[src/rtl/pc_sequencer.sv]
// Fetch-stage PC sequencer: arbitrates trap/jump/branch redirects against sequential fetch and
// inserts flush bubbles after each redirect. Define PC_SEQ_ALIGN_CHECK_EN to trap misaligned targets.
module pc_sequencer #(
    parameter int unsigned FLUSH_CYCLES = 2,
    parameter logic [31:0] TRAP_VECTOR  = 32'h0000_0100
) (
    input  logic        clk_i,
    input  logic        rst_i,
    input  logic        stall_i,
    input  logic        imem_ready_i,
    input  logic        br_valid_i,
    input  logic [31:0] br_offset_i,
    input  logic        jmp_valid_i,
    input  logic [31:0] jmp_target_i,
    input  logic        trap_valid_i,
    output logic [1:0]  cmd_o,
    output logic [31:0] load_pc_o,
    output logic        fetch_valid_o,
    output logic        flush_o,
    output logic        misalign_o,
    output logic [15:0] redirect_cnt_o
);

    // PC command encoding shared with the PC register.
    localparam logic [1:0] CmdHold      = 2'd0;
    localparam logic [1:0] CmdInc       = 2'd1;
    localparam logic [1:0] CmdIncOffset = 2'd2;
    localparam logic [1:0] CmdLoad      = 2'd3;

    localparam logic [3:0] FlushCnt = 4'(FLUSH_CYCLES);

`ifdef PC_SEQ_ALIGN_CHECK_EN
    localparam bit AlignCheck = 1'b1;
`else
    localparam bit AlignCheck = 1'b0;
`endif

    typedef enum logic [1:0] {
        StBoot,
        StRun,
        StDrain
    } state_e;

    state_e      state_q, state_d;
    logic [3:0]  cnt_q, cnt_d;
    logic [15:0] redirect_cnt_q, redirect_cnt_d;

    logic jmp_misaligned;
    logic br_misaligned;
    logic redirect;

    assign jmp_misaligned = AlignCheck && (jmp_target_i[1:0] != 2'b00);
    assign br_misaligned  = AlignCheck && (br_offset_i[1:0] != 2'b00);

    always_comb begin
        state_d       = state_q;
        cnt_d         = cnt_q;
        cmd_o         = CmdHold;
        load_pc_o     = 32'h0;
        fetch_valid_o = 1'b0;
        flush_o       = 1'b0;
        misalign_o    = 1'b0;
        redirect      = 1'b0;

        unique case (state_q)
            StBoot: begin
                state_d = StRun;
            end
            StRun: begin
                if (trap_valid_i) begin
                    redirect  = 1'b1;
                    cmd_o     = CmdLoad;
                    load_pc_o = TRAP_VECTOR;
                end else if (jmp_valid_i) begin
                    redirect   = 1'b1;
                    cmd_o      = CmdLoad;
                    load_pc_o  = jmp_misaligned ? TRAP_VECTOR : jmp_target_i;
                    misalign_o = jmp_misaligned;
                end else if (br_valid_i) begin
                    redirect   = 1'b1;
                    misalign_o = br_misaligned;
                    if (br_misaligned) begin
                        cmd_o     = CmdLoad;
                        load_pc_o = TRAP_VECTOR;
                    end else begin
                        cmd_o     = CmdIncOffset;
                        load_pc_o = br_offset_i;
                    end
                end else begin
                    fetch_valid_o = !stall_i;
                    cmd_o         = (!stall_i && imem_ready_i) ? CmdInc : CmdHold;
                end
            end
            StDrain: begin
                // jmp/br here belong to instructions being flushed; only a trap is honoured.
                if (trap_valid_i) begin
                    redirect  = 1'b1;
                    cmd_o     = CmdLoad;
                    load_pc_o = TRAP_VECTOR;
                end else if (cnt_q <= 4'd1) begin
                    cnt_d   = 4'd0;
                    state_d = StRun;
                end else begin
                    cnt_d = cnt_q - 4'd1;
                end
            end
            default: begin
                state_d = StBoot;
                cnt_d   = 4'd0;
            end
        endcase

        if (redirect) begin
            flush_o = 1'b1;
            if (FlushCnt == 4'd0) begin
                state_d = StRun;
                cnt_d   = 4'd0;
            end else begin
                state_d = StDrain;
                cnt_d   = FlushCnt;
            end
        end
    end

    always_comb begin
        redirect_cnt_d = redirect_cnt_q;
        if (redirect && (redirect_cnt_q != 16'hFFFF)) begin
            redirect_cnt_d = redirect_cnt_q + 16'd1;
        end
    end

    always_ff @(posedge clk_i or posedge rst_i) begin
        if (rst_i) begin
            state_q        <= StBoot;
            cnt_q          <= 4'd0;
            redirect_cnt_q <= 16'd0;
        end else begin
            state_q        <= state_d;
            cnt_q          <= cnt_d;
            redirect_cnt_q <= redirect_cnt_d;
        end
    end

    assign redirect_cnt_o = redirect_cnt_q;

endmodule

[config.mk]
export PLATFORM = sky130hd
export DESIGN_NAME = pc_sequencer
export DESIGN_NICKNAME = d
export VERILOG_FILES = /design/src/rtl/pc_sequencer.sv
export SDC_FILE = /design/constraint.sdc
export NUM_CORES = 1
export LEC_CHECK = 0
export BUFFER_PORTS_ARGS = -buffer_cell sky130_fd_sc_hd__buf_4
export CAP_MARGIN = 40
export CORE_MARGIN = 2
export CORE_UTILIZATION = 38
export CTS_BUF_LIST = sky130_fd_sc_hd__clkbuf_2
export CTS_CLUSTER_SIZE = 8
export DETAILED_ROUTE_END_ITERATION = 8
export GPL_ROUTABILITY_DRIVEN = 1
export PLACE_DENSITY = 0.76
export SYNTH_ARGS = -nofsm -noshare
export SYNTH_HDL_FRONTEND = slang
export SYNTH_SLANG_ARGS = --single-unit
[constraint.sdc]
create_clock -name clk_i -period 1.6 [get_ports clk_i]
set_input_delay 0.16 -clock clk_i [delete_from_list [all_inputs] [get_ports clk_i]]
set_output_delay 0.16 -clock clk_i [all_outputs]
set_load 0.02 [all_outputs]
==> impl_metrics.toml <==
[synthesis]
synth.most_common_cell = "nor2_1"
synth_edf_count = 0
yosysTopAreaCellShare_pct = 31.6
ys_seq_elements = 22
synth_warnings = 0
synth.distinct_cells = 48
synthTopCellsByArea = "dfrtp_1, a22oi_1, nor2_1"
seq_area_frac_synth_pct = 31.6
syn_inst = 207
synth_fp_nets = 284
ys.flop_type = "dfrtp_1"
ys_top_cells_by_count = "nor2_1, a22oi_1, dfrtp_1"
yosys.area.top_type = "dfrtp_1"
synth.avg_cell_area_um2 = 8.41
ys_async_sr_fraction_pct = 100
syn_area_um2 = 1740

[global_route]
grt_first_pass_wirelength_um = 9650
grt_pass1_vias = 2110
grt-ovfl-total = 0
grt_antenna_before_repair = 0
grt_max_degree = 33
globalRouteTotalUtil_pct = 22.8

[outcome]
violations = "negative setup slack"
run_status = "finished, violations left"

[min_path]
worstHoldPathCells = 4
min_path_type = "input pin to flip-flop"

[drt]
wirelength_um = 6220
dr.pass1.iters = 4
vias = 2173
wire_per_inst_um = 14.9
postRouteAntennaNets = 0
drc = 0
drtIter0Drc = 116
via_per_inst = 5.21

[clock_tree]
cts_num_sinks = 22
cts.clk_slew.worst_paths_ns = 0.24
cts_buffers = 3
worstSkewPairLatency_ns = 0.36
cts_buffer_depth = 2
cts_tree = "yes"
htreeDepth = 1
clockRootBuffer = "clkbuf_2"

[timing]
finalSetupTns_ns = -18.09
fin_worst_skew_ns = 0.0274
max_freq_ghz = 0.495
drv_slew = 0
min_period_ns = 2.02
rsz0062_at_grt = "true"
worst_slack_ns = -0.420
setup_violations = 58
whs_ns = 0.165
hold_viol = 0
final.period_utilization_pct = 126

[placed_design]
gp_congestion = 0.833
hpwl_um = 4690
place.port_buffers = 122
post_dp_cell_area_um2 = 2980
place_inst = 407

[cells_and_area]
final_nets = 443
final_cell_area_um2 = 3210
synthToLayoutAreaGrowth_pct = 84.3
stdcell_count = 417
drive_above_1_share_pct = 55.9
antenna_cells = 0

[pwr]
p_total_mw = 3.73
internal_power_mw = 2.19
p_switching_mw = 1.54
sw_frac_of_total_pct = 41.2
leakagePower_nw = 1.63
powerDensity_nw_per_um2 = 1160
seqPwrFrac_pct = 21.5
vdd_ir_drop_max_mv = 1.25
p_clk_share_pct = 10.7
comb_power_share_pct = 67.9

[floorplanning]
die_w_um = 71.7
dieArea_um2 = 5140
die_h_um = 71.7
rows = 24
io_pins = 124
initial_core_util_pct = 39.7
core-area_um2 = 4380

[worst_setup_path]
crit_buf_inv = 4
worstPathCellList = "inv_1 -> ha_2 -> buf_6 -> nand3b_1 -> buf_12 -> nor2_2 -> buf_4"
endpoint = "load_pc_o[13]"
path_class = "flip-flop to output pin"
slowest_stage = "dfrtp_1"
critPathTopFamily = "buffers and inverters"
start_kind = "flip-flop"
cp-startpoint = "state_q[1]"
cpPeakStageDelay_ns = 0.45
reg2reg_depth = 7
end_kind = "output pin"
path_depth = 7
r2r_end = "redirect_cnt_o[13]"
crit_required_ns = 1.44
arrival_ns = 1.86
rr_startpoint = "state_q[0]"
ff2ff_setup_slack_ns = -0.37
worstPathMaxFanout = 30

[job]
max_cap_violations = 0
[worst min path at each step]
stage	start	endpoint	slack, ns
after floorplan	rst_i	cnt_q[0]	0.15
after global placement	rst_i	redirect_cnt_o[11]	0.22
after detailed placement	rst_i	redirect_cnt_o[11]	0.22
after CTS	trap_valid_i	state_q[0]	0.15
after global routing	trap_valid_i	state_q[0]	0.20
final	trap_valid_i	state_q[0]	0.17
[registers in the layout, indices dropped and copies added (netlist names)]
register        cells
redirect_cnt_o     16
state_q             2
cnt_q               4
[per-stage QoR]
stage          util, %  worst slack [ns]
2_1_floorplan        -           -0.0761
3_3_place_gp      67.9            -0.128
3_5_place_dp      67.9            -0.258
4_1_cts           72.3            -0.404
5_1_grt           73.2            -0.509
6_report          73.2            -0.420
[power by group through the flow]
stage          Combinational, mW  Clock [mW]  Sequential [mW]
3_5_place_dp                2.28           0            0.809
6_report                    2.53       0.398            0.801
5_1_grt                     2.74       0.420            0.827
2_1_floorplan               1.15           0            0.918
3_3_place_gp                2.24           0            0.801
4_1_cts                     2.50       0.398            0.801
[per-layer routing]
metal,track usage [%],vias up,routed length (um)
li1,-,1069,-
met1,26.8,1012,2370
met2,43.4,83,3280
met3,3.38,9,493
met4,5.03,0,80
met5,0,-,0
[timing repair]
item                                    in CTS  in global routing
buffers inserted                             4                  2
endpoints found under the setup margin      58                 58
pin swaps                                   10                  7
resized for setup                           25                  6
hold endpoints to repair                    22                  0
cloned                                       0                  0
hold buffers                                 1                  0
[placed cells by master (no fill, tap or decap), types with 2 or more instances in the layout]
cell	Yosys	final
a22oi_1	30	30
xor2_1	13	13
nor4_2	0	2
nand2_1	14	14
nand4_1	2	2
dfrtp_1	22	20
dfrtp_2	0	2
nor4b_4	0	2
clkbuf_2	0	3
buf_6	1	5
nor4_4	1	2
nor2b_1	3	2
nor3_2	0	3
and3_1	2	2
a31oi_1	2	2
nor3_1	7	4
a21oi_1	8	7
nor2_2	1	3
nand3_1	5	5
ha_1	6	4
nor3b_2	0	2
inv_2	0	2
buf_4	3	161
inv_1	6	4
nand2b_1	2	2
nor2_1	37	35
[cells by family (layout without fill, tap and decap cells)]
| kind of cell | count (synthesis) | count (layout) | synth area share, % |
|---|---|---|---|
| adder cells (fa/ha/maj) | 6 | 6 | 4.31 |
| buffers and inverters | 20 | 178 | 5.46 |
| flip-flops | 22 | 22 | 31.6 |
| XOR/XNOR | 13 | 13 | 6.54 |
| AO/OA/AOI/OAI | 55 | 55 | 24.6 |
| other | 1 | 1 | 0.215 |
| multiplexers | 2 | 2 | 1.44 |
| AND/OR/NAND/NOR | 88 | 88 | 25.8 |
[tightest hold or removal path: stages]
cell,delay [ns]
buf_4,0.12
a21oi_1,0.07
nand2_1,0.09
a211oi_2,0.07
[final cells by class]
type                       instances  area [um2]
sequential                        22         553
timing repair buffer             168        1290
tap                               52        65.1
multi-input combinational        165        1230
clock buffer                       3        15.0
clock inverter                     1        30.0
inverter                           6        22.5
fill                             339        1170
Power figures use the tool's default switching activity.
